--- src/rtl/lcs_pkg.sv ---
// Shared LCS link definitions: slot numbering, bus widths and the request FSM states.
package lcs_pkg;

    localparam int unsigned LCS_NUM_REQ   = 123;
    localparam int unsigned LCS_TEMP_SLOT = 122;
    localparam int unsigned LCS_ADDR_W    = 8;
    localparam int unsigned LCS_SLOT_W    = 7;
    localparam int unsigned LCS_DATA_W    = 8;
    localparam int unsigned LCS_SEL_W     = 3;
    localparam int unsigned LCS_CNT_W     = 5;

    typedef enum logic [1:0] {
        ST_IDLE,
        ST_ASSERT,
        ST_GAP,
        ST_DONE
    } lcs_state_e;

    function automatic int unsigned lcs_max(input int unsigned a, input int unsigned b);
        return (a > b) ? a : b;
    endfunction

endpackage

--- src/rtl/lcs_request_master_if.sv ---
// Host-side LCS request link: frame control, responder strobe/answer and receive RAM write port.
interface lcs_request_master_if;
    import lcs_pkg::*;

    logic                  start;
    logic [LCS_DATA_W-1:0] dataRx;
    logic                  req;
    logic [LCS_SEL_W-1:0]  sel;
    logic                  wrEn;
    logic [LCS_ADDR_W-1:0] wrAddr;
    logic [LCS_DATA_W-1:0] wrData;
    logic [LCS_DATA_W-1:0] tempData;
    logic                  tempValid;
    logic                  busy;
    logic                  frameDone;
    logic [LCS_CNT_W-1:0]  frameCnt;

    modport master (
        input  start, dataRx,
        output req, sel, wrEn, wrAddr, wrData, tempData, tempValid, busy, frameDone, frameCnt
    );

    modport slave (
        output start, dataRx,
        input  req, sel, wrEn, wrAddr, wrData, tempData, tempValid, busy, frameDone, frameCnt
    );

endinterface

--- src/rtl/lcs_req_timer.sv ---
// Loadable down-counter that times the req-high and req-low phases.
module lcs_req_timer #(
    parameter int unsigned W = 5
) (
    input  logic         clk,
    input  logic         rst,
    input  logic         load,
    input  logic [W-1:0] load_val,
    output logic         zero_c
);

    logic [W-1:0] cnt;

    always_ff @(posedge clk or negedge rst) begin
        if (!rst)               cnt <= '0;
        else if (load)          cnt <= load_val;
        else if (cnt != '0)     cnt <= cnt - W'(1);
    end

    assign zero_c = (cnt == '0);

endmodule

--- src/rtl/lcs_request_master.sv ---
// LCS link initiator: issues a frame of request pulses and writes each answer byte
// into the current bank of the double-buffered receive RAM.
module lcs_request_master
    import lcs_pkg::*;
#(
    parameter int unsigned NUM_REQ   = LCS_NUM_REQ,
    parameter int unsigned TEMP_SLOT = LCS_TEMP_SLOT,
    parameter int unsigned REQ_HIGH  = 8,
    parameter int unsigned REQ_GAP   = 24,
    parameter int unsigned SEL_MAX   = 3
) (
    input  logic                 clk,
    input  logic                 rst,
    lcs_request_master_if.master m
);

    localparam int unsigned TMR_W = lcs_max(5, $clog2(lcs_max(REQ_HIGH, REQ_GAP)));

    lcs_state_e            state, state_n;
    logic [LCS_SLOT_W-1:0] slot, slot_n;
    logic                  bank, bank_n;
    logic [LCS_SEL_W-1:0]  sel_n;
    logic [LCS_CNT_W-1:0]  cnt_n;
    logic                  req_n, busy_n, wr_en_n, temp_valid_n, done_n;
    logic [LCS_ADDR_W-1:0] wr_addr_n;
    logic [LCS_DATA_W-1:0] wr_data_n, temp_data_n;
    logic                  tmr_load;
    logic [TMR_W-1:0]      tmr_val;
    logic                  tmr_zero;

    lcs_req_timer #(.W(TMR_W)) u_timer (
        .clk      (clk),
        .rst      (rst),
        .load     (tmr_load),
        .load_val (tmr_val),
        .zero_c   (tmr_zero)
    );

    always_ff @(posedge clk or negedge rst) begin
        if (!rst) begin
            state       <= ST_IDLE;
            slot        <= '0;
            bank        <= 1'b0;
            m.req       <= 1'b0;
            m.sel       <= '0;
            m.wrEn      <= 1'b0;
            m.wrAddr    <= '0;
            m.wrData    <= '0;
            m.tempData  <= '0;
            m.tempValid <= 1'b0;
            m.busy      <= 1'b0;
            m.frameDone <= 1'b0;
            m.frameCnt  <= '0;
        end else begin
            state       <= state_n;
            slot        <= slot_n;
            bank        <= bank_n;
            m.req       <= req_n;
            m.sel       <= sel_n;
            m.wrEn      <= wr_en_n;
            m.wrAddr    <= wr_addr_n;
            m.wrData    <= wr_data_n;
            m.tempData  <= temp_data_n;
            m.tempValid <= temp_valid_n;
            m.busy      <= busy_n;
            m.frameDone <= done_n;
            m.frameCnt  <= cnt_n;
        end
    end

    // Next state plus next output values; outputs are registered one cycle later.
    always_comb begin
        state_n      = state;
        slot_n       = slot;
        bank_n       = bank;
        sel_n        = m.sel;
        cnt_n        = m.frameCnt;
        wr_en_n      = 1'b0;
        wr_addr_n    = m.wrAddr;
        wr_data_n    = m.wrData;
        temp_data_n  = m.tempData;
        temp_valid_n = 1'b0;
        done_n       = 1'b0;
        tmr_load     = 1'b0;
        tmr_val      = '0;

        unique case (state)
            ST_IDLE: begin
                if (m.start) begin
                    state_n  = ST_ASSERT;
                    slot_n   = '0;
                    tmr_load = 1'b1;
                    tmr_val  = TMR_W'(REQ_HIGH - 1);
                end
            end
            ST_ASSERT: begin
                // Last high cycle: the answer byte is stable, capture it.
                if (tmr_zero) begin
                    state_n   = ST_GAP;
                    tmr_load  = 1'b1;
                    tmr_val   = TMR_W'(REQ_GAP - 1);
                    wr_en_n   = 1'b1;
                    wr_data_n = m.dataRx;
                    wr_addr_n = {bank, slot};
                    if (slot == LCS_SLOT_W'(TEMP_SLOT)) begin
                        temp_data_n  = m.dataRx;
                        temp_valid_n = 1'b1;
                    end
                end
            end
            ST_GAP: begin
                if (tmr_zero) begin
                    if (slot == LCS_SLOT_W'(NUM_REQ - 1)) begin
                        state_n = ST_DONE;
                        done_n  = 1'b1;
                        cnt_n   = m.frameCnt + LCS_CNT_W'(1);
                        bank_n  = ~bank;
                        sel_n   = (m.sel == LCS_SEL_W'(SEL_MAX)) ? '0 : m.sel + LCS_SEL_W'(1);
                    end else begin
                        state_n  = ST_ASSERT;
                        slot_n   = slot + LCS_SLOT_W'(1);
                        tmr_load = 1'b1;
                        tmr_val  = TMR_W'(REQ_HIGH - 1);
                    end
                end
            end
            ST_DONE: begin
                state_n = ST_IDLE;
            end
            default: begin
                state_n = ST_IDLE;
            end
        endcase

        req_n  = (state_n == ST_ASSERT);
        busy_n = (state_n == ST_ASSERT) || (state_n == ST_GAP);
    end

endmodule

--- src/flat_wrapper.sv ---
// flat-port wrapper written by rule: the top's interface ports become plain ports
module lcs_request_master_flat import lcs_pkg::*;
#(
    parameter int unsigned NUM_REQ   = LCS_NUM_REQ,
    parameter int unsigned TEMP_SLOT = LCS_TEMP_SLOT,
    parameter int unsigned REQ_HIGH  = 8,
    parameter int unsigned REQ_GAP   = 24,
    parameter int unsigned SEL_MAX   = 3
)
  (clk, rst, m_start, m_dataRx, m_req, m_sel, m_wrEn, m_wrAddr, m_wrData, m_tempData, m_tempValid, m_busy, m_frameDone, m_frameCnt);
  lcs_request_master_if m_i ();
  input  logic clk;
  input  logic rst;
  input wire logic [$bits(m_i.start)-1:0] m_start;
  input wire logic [$bits(m_i.dataRx)-1:0] m_dataRx;
  output wire logic [$bits(m_i.req)-1:0] m_req;
  output wire logic [$bits(m_i.sel)-1:0] m_sel;
  output wire logic [$bits(m_i.wrEn)-1:0] m_wrEn;
  output wire logic [$bits(m_i.wrAddr)-1:0] m_wrAddr;
  output wire logic [$bits(m_i.wrData)-1:0] m_wrData;
  output wire logic [$bits(m_i.tempData)-1:0] m_tempData;
  output wire logic [$bits(m_i.tempValid)-1:0] m_tempValid;
  output wire logic [$bits(m_i.busy)-1:0] m_busy;
  output wire logic [$bits(m_i.frameDone)-1:0] m_frameDone;
  output wire logic [$bits(m_i.frameCnt)-1:0] m_frameCnt;
  assign m_i.start = m_start;
  assign m_i.dataRx = m_dataRx;
  assign m_req = m_i.req;
  assign m_sel = m_i.sel;
  assign m_wrEn = m_i.wrEn;
  assign m_wrAddr = m_i.wrAddr;
  assign m_wrData = m_i.wrData;
  assign m_tempData = m_i.tempData;
  assign m_tempValid = m_i.tempValid;
  assign m_busy = m_i.busy;
  assign m_frameDone = m_i.frameDone;
  assign m_frameCnt = m_i.frameCnt;
  lcs_request_master #(.NUM_REQ(NUM_REQ), .TEMP_SLOT(TEMP_SLOT), .REQ_HIGH(REQ_HIGH), .REQ_GAP(REQ_GAP), .SEL_MAX(SEL_MAX)) u_core (.clk(clk), .rst(rst), .m(m_i));
endmodule
--- config.mk ---
export PLATFORM = sky130hd
export DESIGN_NAME = lcs_request_master_flat
export DESIGN_NICKNAME = d
export VERILOG_FILES = /design/src/rtl/lcs_pkg.sv /design/src/rtl/lcs_request_master_if.sv /design/src/rtl/lcs_req_timer.sv /design/src/rtl/lcs_request_master.sv /design/src/flat_wrapper.sv
export SDC_FILE = /design/constraint.sdc
export NUM_CORES = 1
export LEC_CHECK = 0
export BUFFER_PORTS_ARGS = -buffer_cell sky130_fd_sc_hd__buf_4
export CAP_MARGIN = 25
export CORE_UTILIZATION = 50
export DETAILED_ROUTE_END_ITERATION = 8
export GPL_TIMING_DRIVEN = 0
export PLACE_DENSITY_LB_ADDON = 0.3
export SYNTH_ARGS = -nofsm -noshare
export SYNTH_HDL_FRONTEND = slang
export SYNTH_SLANG_ARGS = --single-unit
--- constraint.sdc ---
create_clock -name clk -period 5.1 [get_ports clk]
set_input_delay 1.02 -clock clk [delete_from_list [all_inputs] [get_ports clk]]
set_output_delay 1.02 -clock clk [all_outputs]
set_load 0.02 [all_outputs]
-- After elaboration in Yosys (flattened, before gate mapping)
Index checks and enable logic that the tools add are counted.
- input bits: 11
- flip-flop bits (word level): 52
- eq/ne operators: 10
- bitwise logic cells: 1
- reduce and logical (&&, ||, !) cells: 10
- add/subtract/negate cells: 4
- mux-type cells: 27
- operators with widths (cell ; number):
    $mux 7 ; 3
    $mux 5 ; 4
    $pmux 5 s3 ; 1
    $pmux 7 s2 ; 1
    $mux 1 ; 9
    $mux 3 ; 3
    $mux 2 ; 4
    $pmux 2 s4 ; 1
    $add 7x1->7 const B ; 1
    $eq 7x7->1 const B ; 1
    $eq 2x2->1 const B ; 3
    $reduce_and 3->1 ; 2
    $add 5x1->5 const B ; 1
    $logic_not 5->1 ; 1
    $reduce_bool 5->1 ; 1
    $sub 5x1->5 const B ; 1
    $eq 2x1->1 const B ; 2
    $ne 2x2->1 const B ; 2
    $reduce_and 4->1 ; 1
    $reduce_bool 2->1 ; 2
    $add 3x1->3 const B ; 1
    $eq 3x2->1 const B ; 1
    $pmux 1 s3 ; 1
    $logic_not 2->1 ; 1
    4 further kinds ; 4

-- Logic depth before layout (Yosys ltp)
- depth after elaboration: 6
- gate-level depth with buffers: 8
- gate-level depth less buffers: 8

-- Cells and area by module
A second synthesis with hierarchy kept.
- cell total of the unflattened synthesis: 199
- area, all modules: 2242.2 µm²
- modules (own cells, without submodules) (module ; area an instance (µm²) ; sequential area each (µm²) ; cells each ; times used):
    lcs_request_master ; 1963.1 ; 1176.1 ; 172 ; 1
    lcs_req_timer ; 279.0 ; 125.1 ; 27 ; 1

-- Worst setup path after synthesis
No wires, ideal clock.
- path kind: register -> register
- start: register u_core.u_timer.cnt[0]
- end: register u_core.m.frameCnt[3]
- buffers on the path: 2
- arrival time: 1.921 ns
- period minus slack after synthesis: 2.051 ns
- setup slack: 3.049 ns
- required time: 4.971 ns
- setup time: 0.129 ns
- stages on the path, launching flop included: 9
- path through: dfrtp_1 inv_1 ha_1 or4b_1 buf_6 nor4_4 buf_6 nand4_1 xnor2_1
- longest elaborated chain between the ends: 2
- ends and longest elaborated chain (item ; RTL line ; RTL):
    start, declared ; lcs_req_timer.sv:12 ; logic [W-1:0] cnt;
    start signal, assigned ; lcs_req_timer.sv:16 ; else if (load) cnt <= load_val;
    start signal, assigned ; lcs_req_timer.sv:17 ; else if (cnt != '0) cnt <= cnt - W'(1);
    $logic_not 5->1 ; lcs_req_timer.sv:20 ; assign zero_c = (cnt == '0);
    $reduce_and 3->1 (no line) ; - ;
    end signal, assigned ; lcs_request_master.sv:67 ; m.frameCnt <= cnt_n;
    end, declared ; lcs_request_master_if.sv:20 ; output req, sel, wrEn, wrAddr, wrData, tempData, tempValid, busy, frameDone, frameCnt
No other way between the ends.
A chain may end at the register's enable or synchronous reset.

-- Worst setup path after layout
- start: register u_core.u_timer.cnt[0]
- end: register u_core.m.tempData[6]
- longest elaborated chain between the ends: 2
- ends and longest elaborated chain (item ; RTL line ; RTL):
    $logic_not 5->1 ; lcs_req_timer.sv:20 ;
    $reduce_and 3->1 (no line) ; - ;
    end signal, assigned ; lcs_request_master.sv:63 ; m.tempData <= temp_data_n;
    end, declared ; lcs_request_master_if.sv:20 ;
No other way between the ends.

==> flow_metrics.tcl <==
set metrics [dict create \
    status "finished, final reports clean" \
    postRouteAntennaNets 0 \
    drive_gt1_share_pct 37.1 \
    die_y_um 68.3 \
    fin_nets 240 \
    skew_ps 9.73 \
    cp.buffers_inverters 1 \
    cts_resized 0 \
    cp_slowest_stage_delay_ps 470 \
    num_vias 1426 \
    intPower_mw 0.804 \
    fillerInstances 322 \
    cts_tree "yes" \
    place_area_um2 2610 \
    antenna_cells 0 \
    clkLatencyLatePin_ps 310 \
    sw_frac_of_total_pct 34.0 \
    fin_area_um2 2700 \
    grt_pass1_vias 1313 \
    grt_antenna_before_repair 0 \
    netlist_instances 169 \
    final.min_clock_period_ps 2310 \
    drt_iter0_markers 67 \
    arrival_ps 2510 \
    hold_viol_final 0 \
    clkSlewWorstSetupHoldPaths_ps 90 \
    combPwrFrac_pct 33.4 \
    critPathLaunchType "flop" \
    htree_levels 2 \
    rsz0062_at_grt "no" \
    grt_pass1_wl_mm 6.18 \
    power_density_nw_per_um2 451 \
    root_buffer "clkbuf_8" \
    drv_cap 0 \
    post-route-period-util_pct 45.3 \
    drc 0 \
    port_buffers 47 \
    die_area_um2 4660 \
    vias_per_cell 5.20 \
    slowest_stage "nor3_4" \
    rows 23 \
    ctsLongestPathBuffers 2 \
    grt_usage_pct 18.4 \
    fin_tns_setup_ps 0 \
    ir_drop_v 0.000268 \
    cp_max_fo 9 \
    slew_viol_final 0 \
    yosys.cell_types.count 35 \
    coreArea_um2 4120 \
    start_util_pct 53.4 \
    cts_num_sinks 52 \
    worst_pin_slew_ps 637 \
    p_seq_share_pct 47.6 \
    die_x_um 68.3 \
    yosysSeqAreaShare_pct 59.2 \
    place.gp.congestion 0.825 \
    routedWlPerCell_um 13.9 \
    crit_chain "inv_1 -> ha_1 -> nor4b_4 -> nand3b_2 -> nor3_4 -> mux2_2" \
    hold_buffers 0 \
    worstHoldPathType "reg -> reg" \
    finalSetupViolCount 0 \
    ys_ff_latch 52 \
    p_leak_nw 1.36 \
    numCtsBuffers 5 \
    relSlewSlack_pct 57.5 \
    routed_wl_mm 3.82 \
    crit_required_ps 5300 \
    dr.pass1.iters 4 \
    end_kind "flop" \
    stdcell_count 274 \
    crit_family "simple AND/OR/NAND/NOR gates" \
    grt_max_degree 53 \
    pwr-share-clk_pct 19.0 \
    mappedNetlistArea_um2 2200 \
    place_inst 266 \
    io_pins 48 \
    fmax_ghz 0.433 \
    switchingPower_mw 0.415 \
    area_growth_pct 22.9 \
    cts_setup_buffers 0 \
    path_class "reg -> reg" \
    hpwl_mm 2.73 \
    synth_warnings 0 \
    gr-total-overflow 0 \
    syn_area_per_cell_um2 13.0 \
    synthesis.nets 186 \
]
## synth_stat cells
library cell | instances | area, um2
nand3_1 | 5 | 25.0
nand3b_1 | 1 | 7.51
inv_1 | 7 | 26.3
xor2_1 | 3 | 26.3
nor3_1 | 3 | 15.0
nand4_1 | 3 | 18.8
nor3_4 | 1 | 16.3
and3_1 | 1 | 6.26
a21oi_1 | 2 | 10.0
dfrtp_1 | 52 | 1300
or4b_1 | 1 | 10.0
nand3b_2 | 1 | 11.3
and3b_1 | 1 | 8.76
nor2_1 | 10 | 37.5
o21ai_0 | 7 | 35.0
mux2_2 | 23 | 259
xnor2_1 | 7 | 61.3
clkbuf_1 | 2 | 7.51
mux2_1 | 1 | 11.3
and2_1 | 1 | 6.26
nor4b_4 | 1 | 23.8
ha_1 | 6 | 75.1
o211ai_1 | 3 | 22.5
o31ai_1 | 2 | 15.0
nand2_1 | 10 | 37.5
nor2b_1 | 1 | 6.26
nor4_1 | 2 | 12.5
mux2i_1 | 1 | 10.0
or3_1 | 1 | 6.26
buf_1 | 1 | 3.75
a21boi_0 | 1 | 7.51
o21a_1 | 1 | 7.51
nor4_4 | 1 | 21.3
buf_6 | 2 | 22.5
nand2b_1 | 4 | 25.0
## stage by stage
| step | setup slack (ps) | hold WS, ps | util (%) | power (mW) |
|---|---|---|---|---|
| floorplan | 3050 | 438 | - | 0.833 |
| global placement | 2740 | 459 | 63.5 | 0.988 |
| detailed placement | 2760 | 456 | 63.5 | 1.00 |
| CTS | 2750 | 477 | 65.6 | 1.24 |
| global route | 2600 | 482 | 65.6 | 1.29 |
| finish | 2790 | 477 | 65.6 | 1.22 |
## kinds of logic after synthesis
| logic type | after synthesis | share of synthesized area (%) |
|---|---|---|
| flops | 52 | 59.2 |
| simple gates | 48 | 13.4 |
| mux | 25 | 12.8 |
| compound gates | 16 | 4.44 |
| buf+inv | 12 | 2.73 |
| xor+xnor | 10 | 3.99 |
| fa+ha+maj | 6 | 3.42 |
## power groups by stage
stage	sequential (mW)	clock, mW	combinational [mW]
finish	0.581	0.231	0.407
global route	0.596	0.256	0.441
CTS	0.581	0.242	0.413
detailed placement	0.589	0	0.413
global placement	0.584	0	0.404
floorplan	0.659	0	0.174
## metal layers
layer  vias to the layer above  GRT usage [%]  wire length, um
met5                         -              0                0
met4                         0           7.03               57
met3                         7           5.33              173
met2                        39           28.2             1790
met1                       684           24.7             1790
li1                        696              -                -
## layout by cell type (no fill, tap or decap), types with 2 or more instances in the layout
cell and count:
ha_1 6, nand4_1 3, mux2_2 23, a21oi_1 2, nand2_1 10, clkbuf_8 5
nor4_1 2, buf_4 47, nor2_1 10, o21ai_0 7, clkbuf_1 3, nand3_1 5
buf_6 2, nor3_1 3, dfrtp_1 52, xnor2_1 7, inv_1 7, nand2b_1 4
o211ai_1 3, xor2_1 3, o31ai_1 2
## registers in the layout (all words and copies together), names as in the netlist
register            count
u_core.m.frameCnt       5
u_core.m.wrAddr         8
u_core.u_timer.cnt      5
u_core.m.sel            3
u_core.state            2
u_core.m.frameDone      1
u_core.m.wrEn           1
u_core.m.wrData         8
u_core.m.tempData       8
u_core.m.busy           1
u_core.bank             1
u_core.m.req            1
u_core.slot             7
u_core.m.tempValid      1
## layout make-up
cell class                      count  area, um2  area share (%)
Sequential cell                    52       1300            48.2
Multi-Input combinational cell    105        836            30.9
Timing Repair Buffer               47        353            13.1
Clock buffer                        6       72.6            2.69
Tap cell                           50       62.6            2.32
Buffer                              5       33.8            1.25
Inverter                            7       26.3           0.973
Clock inverter                      2       16.3           0.602
## final timing paths
path                                       start                    to  slack (ps)  cells past startpoint
setup / recovery           u_core.u_timer.cnt[0]  u_core.m.tempData[6]        2790                      6
hold / removal                       u_core.bank           u_core.bank         480                      1
setup reg to reg           u_core.u_timer.cnt[0]  u_core.m.tempData[6]        2790                      6
hold reg to reg                      u_core.bank           u_core.bank         480                      1
max in group asynchronous                    rst       u_core.state[0]        3950                      1
min in group asynchronous                    rst         u_core.m.wrEn         730                      1
Note: power is estimated with default switching activity, not from simulation.
